### src/rtl/coeff_seq_loader_if.sv
// Handshake bundle between the coefficient-load sequencer and its host/datapath.
// load_coeff, clear_new_coefficient and load_done are one-cycle strobes; new_coefficient_set is a level.
interface coeff_seq_loader_if #(
  parameter int IDX_W = 2
);
  logic             new_coefficient_set;
  logic             modwait;
  logic             coeff_abort;
  logic             load_coeff;
  logic [IDX_W-1:0] coefficient_num;
  logic             clear_new_coefficient;
  logic             busy;
  logic             load_done;
  logic             timeout_err;

  // The host/datapath side drives the request and status levels.
  modport master (
    output new_coefficient_set, modwait, coeff_abort,
    input  load_coeff, coefficient_num, clear_new_coefficient, busy, load_done, timeout_err
  );

  modport slave (
    input  new_coefficient_set, modwait, coeff_abort,
    output load_coeff, coefficient_num, clear_new_coefficient, busy, load_done, timeout_err
  );
endinterface

### src/rtl/coeff_seq_loader.sv
// Coefficient-load sequencer: strobes NUM_COEFF slots into the FIR datapath, then acks the host.
// Optional WAIT timeout with sticky error state is enabled by defining COEFF_LOADER_TIMEOUT_EN.
module coeff_seq_loader #(
  parameter int NUM_COEFF   = 4,
  parameter int TIMEOUT_CYC = 255
) (
  input  logic                clk,
  input  logic                n_reset,
  coeff_seq_loader_if.slave   bus,
  output logic [2:0]          state_o
);

  localparam int IDX_W = $clog2(NUM_COEFF);
  localparam logic [IDX_W-1:0] LAST_IDX = IDX_W'(NUM_COEFF - 1);

  if (NUM_COEFF < 2 || NUM_COEFF > 256) begin : g_bad_num_coeff
    $error("coeff_seq_loader: NUM_COEFF must be in 2..256");
  end
  if (TIMEOUT_CYC < 2 || TIMEOUT_CYC > 65535) begin : g_bad_timeout
    $error("coeff_seq_loader: TIMEOUT_CYC must be in 2..65535");
  end

  typedef enum logic [2:0] {
    S_IDLE  = 3'd0,
    S_LOAD  = 3'd1,
    S_WAIT  = 3'd2,
    S_CLEAR = 3'd3
`ifdef COEFF_LOADER_TIMEOUT_EN
    ,
    S_ERR   = 3'd4
`endif
  } state_e;

  state_e           state_q, state_d;
  logic [IDX_W-1:0] idx_q, idx_d;
  // High during the first WAIT cycle, when modwait has not yet reacted to the strobe.
  logic             guard_q, guard_d;

`ifdef COEFF_LOADER_TIMEOUT_EN
  localparam logic [15:0] TO_LAST = 16'(TIMEOUT_CYC);
  logic [15:0] cnt_q, cnt_d;
  logic        timeout_hit;

  assign timeout_hit = bus.modwait && ((cnt_q + 16'd1) == TO_LAST);

  always_comb begin
    cnt_d = cnt_q;
    if (state_q == S_LOAD) begin
      cnt_d = '0;
    end else if (state_q == S_WAIT) begin
      cnt_d = cnt_q + 16'd1;
    end
  end

  always_ff @(posedge clk) begin
    if (!n_reset) begin
      cnt_q <= '0;
    end else begin
      cnt_q <= cnt_d;
    end
  end
`endif

  always_ff @(posedge clk) begin
    if (!n_reset) begin
      state_q <= S_IDLE;
      idx_q   <= '0;
      guard_q <= 1'b0;
    end else begin
      state_q <= state_d;
      idx_q   <= idx_d;
      guard_q <= guard_d;
    end
  end

  always_comb begin
    state_d = state_q;
    idx_d   = idx_q;
    guard_d = 1'b0;
    case (state_q)
      S_IDLE: begin
        if (bus.new_coefficient_set) begin
          state_d = S_LOAD;
          idx_d   = '0;
        end
      end
      S_LOAD: begin
        state_d = S_WAIT;
        guard_d = 1'b1;
      end
      S_WAIT: begin
        if (!guard_q && !bus.modwait) begin
          if (idx_q == LAST_IDX) begin
            state_d = S_CLEAR;
          end else begin
            state_d = S_LOAD;
            idx_d   = idx_q + IDX_W'(1);
          end
        end
`ifdef COEFF_LOADER_TIMEOUT_EN
        else if (timeout_hit) begin
          state_d = S_ERR;
        end
`endif
      end
      S_CLEAR: begin
        state_d = S_IDLE;
        idx_d   = '0;
      end
`ifdef COEFF_LOADER_TIMEOUT_EN
      S_ERR: begin
        state_d = S_ERR;
      end
`endif
      default: begin
        state_d = S_IDLE;
        idx_d   = '0;
      end
    endcase

    // Abort overrides every transition above, including the final WAIT->CLEAR.
    if (bus.coeff_abort && (state_q != S_IDLE)) begin
      state_d = S_IDLE;
      idx_d   = '0;
      guard_d = 1'b0;
    end
  end

  assign bus.load_coeff            = (state_q == S_LOAD);
  assign bus.coefficient_num       = idx_q;
  assign bus.clear_new_coefficient = (state_q == S_CLEAR);
  assign bus.load_done             = (state_q == S_CLEAR);
  assign bus.busy                  = (state_q != S_IDLE);
`ifdef COEFF_LOADER_TIMEOUT_EN
  assign bus.timeout_err           = (state_q == S_ERR);
`else
  assign bus.timeout_err           = 1'b0;
`endif
  assign state_o                   = state_q;

endmodule

### src/flat_wrapper.sv
// flat-port wrapper written by rule: the top's interface ports become plain ports
module coeff_seq_loader_flat 
#(
  parameter int NUM_COEFF   = 4,
  parameter int TIMEOUT_CYC = 255
)
  (clk, n_reset, state_o, bus_new_coefficient_set, bus_modwait, bus_coeff_abort, bus_load_coeff, bus_coefficient_num, bus_clear_new_coefficient, bus_busy, bus_load_done, bus_timeout_err);
  coeff_seq_loader_if #(.IDX_W(2)) bus_i ();
  input  logic clk;
  input  logic n_reset;
  output logic [2:0] state_o;
  input wire logic [$bits(bus_i.new_coefficient_set)-1:0] bus_new_coefficient_set;
  input wire logic [$bits(bus_i.modwait)-1:0] bus_modwait;
  input wire logic [$bits(bus_i.coeff_abort)-1:0] bus_coeff_abort;
  output wire logic [$bits(bus_i.load_coeff)-1:0] bus_load_coeff;
  output wire logic [$bits(bus_i.coefficient_num)-1:0] bus_coefficient_num;
  output wire logic [$bits(bus_i.clear_new_coefficient)-1:0] bus_clear_new_coefficient;
  output wire logic [$bits(bus_i.busy)-1:0] bus_busy;
  output wire logic [$bits(bus_i.load_done)-1:0] bus_load_done;
  output wire logic [$bits(bus_i.timeout_err)-1:0] bus_timeout_err;
  assign bus_i.new_coefficient_set = bus_new_coefficient_set;
  assign bus_i.modwait = bus_modwait;
  assign bus_i.coeff_abort = bus_coeff_abort;
  assign bus_load_coeff = bus_i.load_coeff;
  assign bus_coefficient_num = bus_i.coefficient_num;
  assign bus_clear_new_coefficient = bus_i.clear_new_coefficient;
  assign bus_busy = bus_i.busy;
  assign bus_load_done = bus_i.load_done;
  assign bus_timeout_err = bus_i.timeout_err;
  coeff_seq_loader #(.NUM_COEFF(NUM_COEFF), .TIMEOUT_CYC(TIMEOUT_CYC)) u_core (.clk(clk), .n_reset(n_reset), .bus(bus_i), .state_o(state_o));
endmodule
### config.mk
export PLATFORM = sky130hd
export DESIGN_NAME = coeff_seq_loader_flat
export DESIGN_NICKNAME = d
export VERILOG_FILES = /design/src/rtl/coeff_seq_loader_if.sv /design/src/rtl/coeff_seq_loader.sv /design/src/flat_wrapper.sv
export SDC_FILE = /design/constraint.sdc
export NUM_CORES = 1
export LEC_CHECK = 0
export ABC_AREA = 1
export CORE_AREA = 4 4 41 43
export CTS_BUF_LIST = sky130_fd_sc_hd__clkbuf_16
export DETAILED_ROUTE_END_ITERATION = 10
export DIE_AREA = 0 0 45 47
export SLEW_MARGIN = 20
export SYNTH_ARGS = -nofsm -noshare
export SYNTH_HDL_FRONTEND = slang
export SYNTH_SLANG_ARGS = --single-unit
### constraint.sdc
create_clock -name clk -period 1.06 [get_ports clk]
set_input_delay 0.212 -clock clk [delete_from_list [all_inputs] [get_ports clk]]
set_output_delay 0.212 -clock clk [all_outputs]
set_load 0.02 [all_outputs]
==> impl_metrics.toml, run 1 <==
[run_status]
status = "complete, but fails checks"
violations = "setup timing"

[logic_synthesis]
yosysSeqAreaShare = 0.3226
yosysWarnings = 0
syn_area_per_cell_um2 = 6.333
synthCells = 49
syn-cell-area_um2 = 310.3
yosys_register_bits = 5
synth_cell_type_count = 15

[power_and_ir_drop]
swShare = 0.3006
comb_power_share = 0.298
intPower_w = 0.0008823
power.switching_w = 0.0003792
powerDensity_nw_per_um2 = 2168
leakage_nw = 0.3032
vdd_drop_max_mv = 1.032
power.share.sequential = 0.208
clkPwrFrac = 0.494

[timing]
finalCritPeriodShare = 1.045
min_period_ns = 1.107
setup_violations = 4
maxSlewViolCount = 0
finalWorstSetupSlack_ns = -0.04746
skew_ns = 0.001958
final_hold_viol_count = 0
fmax_mhz = 903.0
rsz0062_at_grt = "yes"
finalSetupTns_ns = -0.1234

[place]
dpl_cell_area_um2 = 455.4
port_buffers = 12
place_congestion = 0.7666
dp_hpwl_um = 544.5

[clock_network]
hold_buffers = 0
cts_root_buf = "clkbuf_16"
clock-sinks = 5
cts_tree = "yes"
clk_latency_ns = 0.23
clk_pin_slew_ns = 0.03
cts_inserted_buffers = 3
h-tree-depth = 1
clockBufferDepth = 2

[global_route]
first_global_vias = 305
grt_max_degree = 7
grt_overflow = 0
grt_pass1_wl_um = 1235
antenna_found_initial = 0
gr-usage-all-layers = 0.09069

[worst_setup_path]
path_class = "flop to primary output"
cp_max_fo = 5
crit_required_ns = 0.85
cp.arrival_ns = 0.90
crit_path_start_kind = "flop"
setup.worst_path.end_class = "primary output"

[hold_path]
min_path_type = "flop to flop"

[floorplanning]
core_um2 = 1301
die_y_um = 47
io_pins = 15
initial_core_util = 0.2385
die_area_um2 = 2115
die_w_um = 45
num_rows = 13

[drt]
wirelength_um = 760
drt_pass1_iterations = 1
routedWlPerCell_um = 9.383
postRouteAntennaNets = 0
drc_errors = 0
vias_per_cell = 4.160
dr.first_iter.drc_count = 0
vias = 337

[final_layout]
layout-drive-gt1-share = 0.5758
diodes = 0
synthToLayoutAreaGrowth_pct = 87.50
final_nets = 73
design_area_um2 = 581.8

[job]
maxCapViolCount = 0
==> state kept, by name, indices dropped and copies added (netlist names) <==
signal,cells
u_core.bus.coefficient_num,2
u_core.guard_q,1
u_core.state_o,2
==> worst max-delay path, cell delays in order (launching register included) <==
cell and delay (ns):
dfxtp_4 0.38, inv_4 0.05, nor2_4 0.11, buf_6 0.12
==> synthesized netlist by cell type <==
master	instances	area [um2]
conb_1	1	3.750
nand2_1	9	33.78
nor2_2	2	12.51
dfxtp_1	5	100.1
buf_4	3	22.52
ha_1	1	12.51
nand3_1	3	15.01
nor3_1	1	5.000
nand2_2	4	25.02
nor2_1	8	30.03
clkinv_1	1	3.750
inv_1	5	18.77
inv_2	4	15.01
or2_0	1	6.260
a31oi_1	1	6.260
==> cell usage in the layout (no fill, tap or decap), types with 2 or more instances in the layout <==
cell type and instances:
buf_2 3, buf_4 2, buf_6 5, clkbuf_16 3
clkdlybuf4s50_1 4, conb_1 2, dfxtp_2 2, dfxtp_4 2
inv_1 3, inv_2 7, nand2_1 8, nand2_2 3
nand2_4 2, nand3_1 2, nor2_1 4, nor2_2 3
nor2_4 3
==> power groups by stage <==
stage	clock network [W]	logic, W	registers [W]
6_report	0.000623	0.000376	0.000262
5_1_grt	0.000657	0.000413	0.000268
4_1_cts	0.000644	0.000354	0.000262
3_5_place_dp	0	0.000336	0.000257
3_3_place_gp	0	0.000339	0.000256
2_1_floorplan	0	0.000178	0.000282
==> cell families after synthesis <==
group | synth area share
AOI/OAI and AO/OA | 0.02017
other | 0.01209
and+or+nand+nor | 0.4113
DFF | 0.3226
buffers and inverters | 0.1935
adders and majority gates | 0.04032
==> metrics by stage <==
stage	setup WS (ns)	hold WS [ns]	power, W	util	std cells
after floorplan	0.01184	0.3589	0.0004604	-	50
after global placement	-0.2617	0.4531	0.0005947	0.3500	76
after detailed placement	-0.2741	0.4571	0.0005937	0.3500	76
after CTS	-0.05562	0.4756	0.001260	0.4298	81
after global routing	-0.08526	0.4887	0.001338	0.4471	81
final	-0.04746	0.4758	0.001262	0.4471	81
==> routing by layer <==
layer,up-vias,GRT usage,share of wire
met5,-,0,0
met4,0,0.08772,0.030
met3,2,0.06513,0.15
met2,14,0.1215,0.43
met1,147,0.09050,0.39
li1,174,-,-
==> cell type report <==
type / count / area (um2)
Tap cell: 15 / 18.77
Inverter: 10 / 40.04
Sequential cell: 5 / 110.1
Timing Repair Buffer: 15 / 137.6
Clock buffer: 3 / 75.07
Multi-Input combinational cell: 32 / 196.4
Clock inverter: 1 / 3.754
Fill cell: 152 / 719.4
==> final timing paths <==
path | start | to | slack [ns] | cells past startpoint
min | u_core.state_o[0] | u_core.state_o[0] | 0.48 | 1
max reg2reg | u_core.state_o[0] | u_core.bus.coefficient_num[1] | 0 | 9
min reg2reg | u_core.state_o[0] | u_core.state_o[0] | 0.48 | 1
max | u_core.state_o[0] | bus_load_coeff | -0.05 | 3
==> what timing repair did <==
item	in CTS	in global routing
setup buffers	1	0
pin swaps	4	6
gates resized for setup	46	10
gates cloned	0	0
setup endpoints to repair	10	7
Note: power is estimated with default switching activity, not from simulation.
==> run 2, diff against run 1 <==
CORE_AREA = 2 2 39 41   (was 4 4 41 43)
DIE_AREA = 0 0 41 43   (was 0 0 45 47)
==> impl_metrics.toml, run 2 (synthesized netlist as in run 1, its figures left out) <==
[run_status]
status = "complete, but fails checks"
violations = "setup timing"

[timing]
finalSetupTns_ns = -0.1162
maxSlewViolCount = 0
rsz0062_at_grt = "yes"
fmax_mhz = 912.8
skew_ns = 0.0004961
finalCritPeriodShare = 1.034
setup_violations = 7
finalWorstSetupSlack_ns = -0.03558
whs_ns = 0.4723
min_period_ns = 1.096
final_hold_viol_count = 0

[power_and_ir_drop]
power.switching_w = 0.0003733
intPower_w = 0.0009013
powerDensity_nw_per_um2 = 2127
vdd_drop_max_mv = 0.8427
power.share.sequential = 0.203
power_w = 0.001275
leakage_nw = 0.3127
swShare = 0.2929
comb_power_share = 0.316
clkPwrFrac = 0.481

[drt]
drc_errors = 0
top_layer = "met4"
dr_wl_met3_um = 77
routedWlPerCell_um = 9.188
postRouteAntennaNets = 0
wirelength_um = 781
wl_met1_um = 297
dr.first_iter.drc_count = 4
vias = 341
met2WireLength_um = 387
drt_pass1_iterations = 4
vias_per_cell = 4.012

[floorplanning]
die_w_um = 41
core_um2 = 1384
die_area_um2 = 1763
io_pins = 15
num_rows = 14
initial_core_util = 0.2242
die_y_um = 43

[global_route]
grt_max_degree = 6
grt_pass1_wl_um = 1062
antenna_found_initial = 0
gr-usage-all-layers = 0.09739
grt_overflow = 0
first_global_vias = 297

[worst_setup_path]
slowest_stage = "dfxtp_4"
path_class = "flop to flop"
cp.arrival_ns = 1.24
cp_max_fo = 5
ff2ff_setup_slack_ns = -0.04
crit_required_ns = 1.21
path_cells = "inv_4, buf_6, nand2_4, inv_2, nand2_2, nand2_2, buf_4, nor3_1"
setup.worst_path.end_class = "flop"
r2r_start = "u_core.state_o[0]"
path_buf_inv = 4
regToRegEndpoint = "u_core.state_o[0]"
crit_path_max_incr_delay_ns = 0.38
crit_family = "flip-flops"
r2r_cells = 8
crit_path_start_kind = "flop"
crit_path_frequent_cell = "nand2_2"

[place]
port_buffers = 12
place_congestion = 0.8584
dp_hpwl_um = 564.1

[final_layout]
final_common_cell = "nand2_1"
synthToLayoutAreaGrowth_pct = 93.14
fillers = 142
seq_area_um2 = 110.1
layout_common_cells = "nand2_1, inv_2, nor2_1, buf_6, buf_4"
final_nets = 76
layout-drive-gt1-share = 0.5507
diodes = 0
multi_input_area_um2 = 183.9

[clock_network]
cts_tree = "yes"
clock-sinks = 5
cts_root_buf = "clkbuf_16"
clockBufferDepth = 2
clk_latency_ns = 0.23
h-tree-depth = 1
clk_pin_slew_ns = 0.03
hold_buffers = 0
cts_inserted_buffers = 3

[hold_path]
holdPathStages = 1
hold_end = "u_core.state_o[0]"
min_path_type = "flop to flop"
hp-start = "u_core.state_o[0]"

[job]
maxCapViolCount = 0
==> run 2: cell count changes in the layout (fill, tap and decap cells not counted), sizes merged <==
cell	change
clkinv	+1
clkdlybuf4s15	+1
inv	-1
buf	+2
==> run 2: metal layers <==
| metal | global-route usage | vias to the layer above |
|---|---|---|
| met5 | 0 | - |
| met4 | 0.06000 | 0 |
| met3 | 0.06283 | 2 |
| met2 | 0.1531 | 12 |
| met1 | 0.08682 | 147 |
| li1 | - | 180 |
==> run 2: area by class of cell <==
type / count / share of cell area
flip-flops and latches: 5 / 0.1837
inverters: 10 / 0.06681
clock buffers: 3 / 0.1253
repair buffers: 18 / 0.2777
clock inverters: 1 / 0.006263
multi-input cells: 32 / 0.3069
well taps: 16 / 0.03340
==> run 2: through the flow <==
step / utilization / std cells / area [um2] / setup WS, ns
after floorplan: - / 50 / 324.1 / 0.01184
after global placement: 0.3409 / 79 / 471.7 / -0.2463
after detailed placement: 0.3409 / 79 / 471.7 / -0.2704
after CTS: 0.4186 / 84 / 579.3 / -0.04491
after global routing: 0.4331 / 85 / 599.3 / -0.1022
final: 0.4331 / 85 / 599.3 / -0.03558
==> run 2: worst max-delay path by stage <==
stage / from / endpoint / cells past startpoint
6_report: u_core.state_o[0] / u_core.state_o[0] / 8
5_1_grt: u_core.state_o[0] / u_core.bus.coefficient_num[0] / 9
4_1_cts: u_core.state_o[0] / u_core.bus.coefficient_num[0] / 9
3_5_place_dp: bus_modwait / u_core.bus.coefficient_num[0] / 8
3_3_place_gp: u_core.state_o[0] / bus_load_coeff / 3
2_1_floorplan: u_core.state_o[1] / bus_load_done / 3
==> run 2: power by group through the flow <==
stage | clock network, W | logic, W | registers [W]
6_report | 0.000613 | 0.000402 | 0.000259
5_1_grt | 0.000630 | 0.000441 | 0.000264
4_1_cts | 0.000620 | 0.000375 | 0.000260
3_5_place_dp | 0 | 0.000357 | 0.000254
3_3_place_gp | 0 | 0.000354 | 0.000254
2_1_floorplan | 0 | 0.000178 | 0.000282
==> run 2: repair_timing <==
item                                    CTS  global route
buffers inserted                          1             1
pin swaps                                 7             5
endpoints found under the setup margin   10             7
resized for setup                        47             4
endpoints found under the hold margin     0             0
==> run 3, diff against run 2 <==
CORE_AREA = 10 10 47 49   (was 2 2 39 41)
DIE_AREA = 0 0 57 59   (was 0 0 41 43)
clock period = 0.95 ns   (was 1.06 ns; I/O delays follow)
==> impl_metrics.toml, run 3 (synthesized netlist as in run 1, its figures left out) <==
[hold_path]
hold_end = "u_core.bus.coefficient_num[1]"
holdPathStages = 2
hp-start = "u_core.bus.coefficient_num[1]"
min_path_type = "flop to flop"

[timing]
final_hold_viol_count = 0
setup_violations = 7
fmax_mhz = 895.4
rsz0062_at_grt = "yes"
skew_ns = 0.001348
finalSetupTns_ns = -0.7956
finalWorstSetupSlack_ns = -0.1668
min_period_ns = 1.117
finalCritPeriodShare = 1.176
maxSlewViolCount = 0

[place]
port_buffers = 12
dp_hpwl_um = 668.1
place_congestion = 0.8059
pre_cts_slack_ns = -0.3982

[worst_setup_path]
crit_required_ns = 0.76
startpoint = "u_core.state_o[0]"
crit_path_start_kind = "flop"
cp.arrival_ns = 0.93
ff2ff_setup_slack_ns = -0.13
setup.worst_path.end_class = "primary output"
path_class = "flop to primary output"
cp_max_fo = 5
regToRegEndpoint = "u_core.bus.coefficient_num[1]"
r2r_cells = 8
r2r_start = "u_core.state_o[0]"

[clock_network]
h-tree-depth = 1
cts_inserted_buffers = 3
clk_pin_slew_ns = 0.03
clk_latency_ns = 0.23
clockBufferDepth = 2
cts_tree = "yes"
cts_root_buf = "clkbuf_16"
clock-sinks = 5
hold_buffers = 0

[final_layout]
final_nets = 78
final_common_cell = "nand2_1"
diodes = 0
fillers = 144
layout-drive-gt1-share = 0.5915
layout_common_cells = "nand2_1, buf_4, inv_2"
synthToLayoutAreaGrowth_pct = 94.76

[drt]
drc_errors = 0
drt_pass1_iterations = 2
vias = 365
routedWlPerCell_um = 10.78
postRouteAntennaNets = 0
vias_per_cell = 4.195
wirelength_um = 938
dr.first_iter.drc_count = 3

[global_route]
grt_max_degree = 6
gr-usage-all-layers = 0.05368
grt_overflow = 0
antenna_found_initial = 0
grt_pass1_wl_um = 1407
first_global_vias = 328

[power_and_ir_drop]
leakage_nw = 0.3220
powerDensity_nw_per_um2 = 2330
vdd_drop_max_mv = 1.890

[floorplanning]
num_rows = 14
die_y_um = 59
initial_core_util = 0.2214
die_area_um2 = 3363
die_w_um = 57
core_um2 = 1401
io_pins = 15

[job]
maxCapViolCount = 0

[run_status]
violations = "setup timing"
status = "complete, but fails checks"
-- run 3: what timing repair did --
action	CTS	global route
resized for setup	44	6
setup endpoints to repair	12	11
cloned	0	0
buffers inserted	2	2
pin swaps	5	7
-- run 3: worst max-delay path by stage --
stage	to	slack (ns)	cells past startpoint
final	bus_load_coeff	-0.17	3
after global routing	u_core.bus.coefficient_num[0]	-0.22	9
after CTS	bus_busy	-0.16	3
after detailed placement	bus_load_coeff	-0.40	3
after global placement	bus_load_coeff	-0.39	3
after floorplan	u_core.bus.coefficient_num[0]	-0.07	7
-- run 3: layout make-up --
class                           count  area, um2  area share
Multi-Input combinational cell     32      183.9      0.3043
Tap cell                           16      20.02     0.03313
Timing Repair Buffer               20      171.4      0.2836
Inverter                           10      40.04     0.06625
Clock inverter                      1      3.754    0.006211
Clock buffer                        3      75.07      0.1242
Sequential cell                     5      110.1      0.1822
-- run 3: per-stage QoR --
step                      power (W)    util  instances  hold slack, ns  instance area (um2)
after detailed placement  0.0006844  0.3420         79          0.4571                479.2
after global routing       0.001485  0.4313         87          0.5000                604.3
after global placement    0.0006807  0.3420         79          0.4467                479.2
after floorplan           0.0005210       -         50          0.3345                331.6
after CTS                  0.001376  0.4071         85          0.4748                570.5
final                      0.001408  0.4313         87          0.4768                604.3
-- run 3: power by group --
group	switching [W]	internal (W)	total [W]
logic	0.000242	0.000201	0.000443
clock network	0.000135	0.000545	0.000680
registers	0.0000362	0.000250	0.000286
-- run 3: critical path: stages, from the launching register on --
cell     delay (ns)
dfxtp_4        0.37
inv_4          0.05
nor2_4         0.15
buf_6          0.14
-- run 3: layer usage --
layer	vias up	wire length [um]	share of wire	global-route usage
li1	183	-	-	-
met3	2	57	0.061	0.02790
met5	-	0	0	0
met1	166	428	0.46	0.06086
met2	14	424	0.45	0.06977
met4	0	27	0.029	0.05034
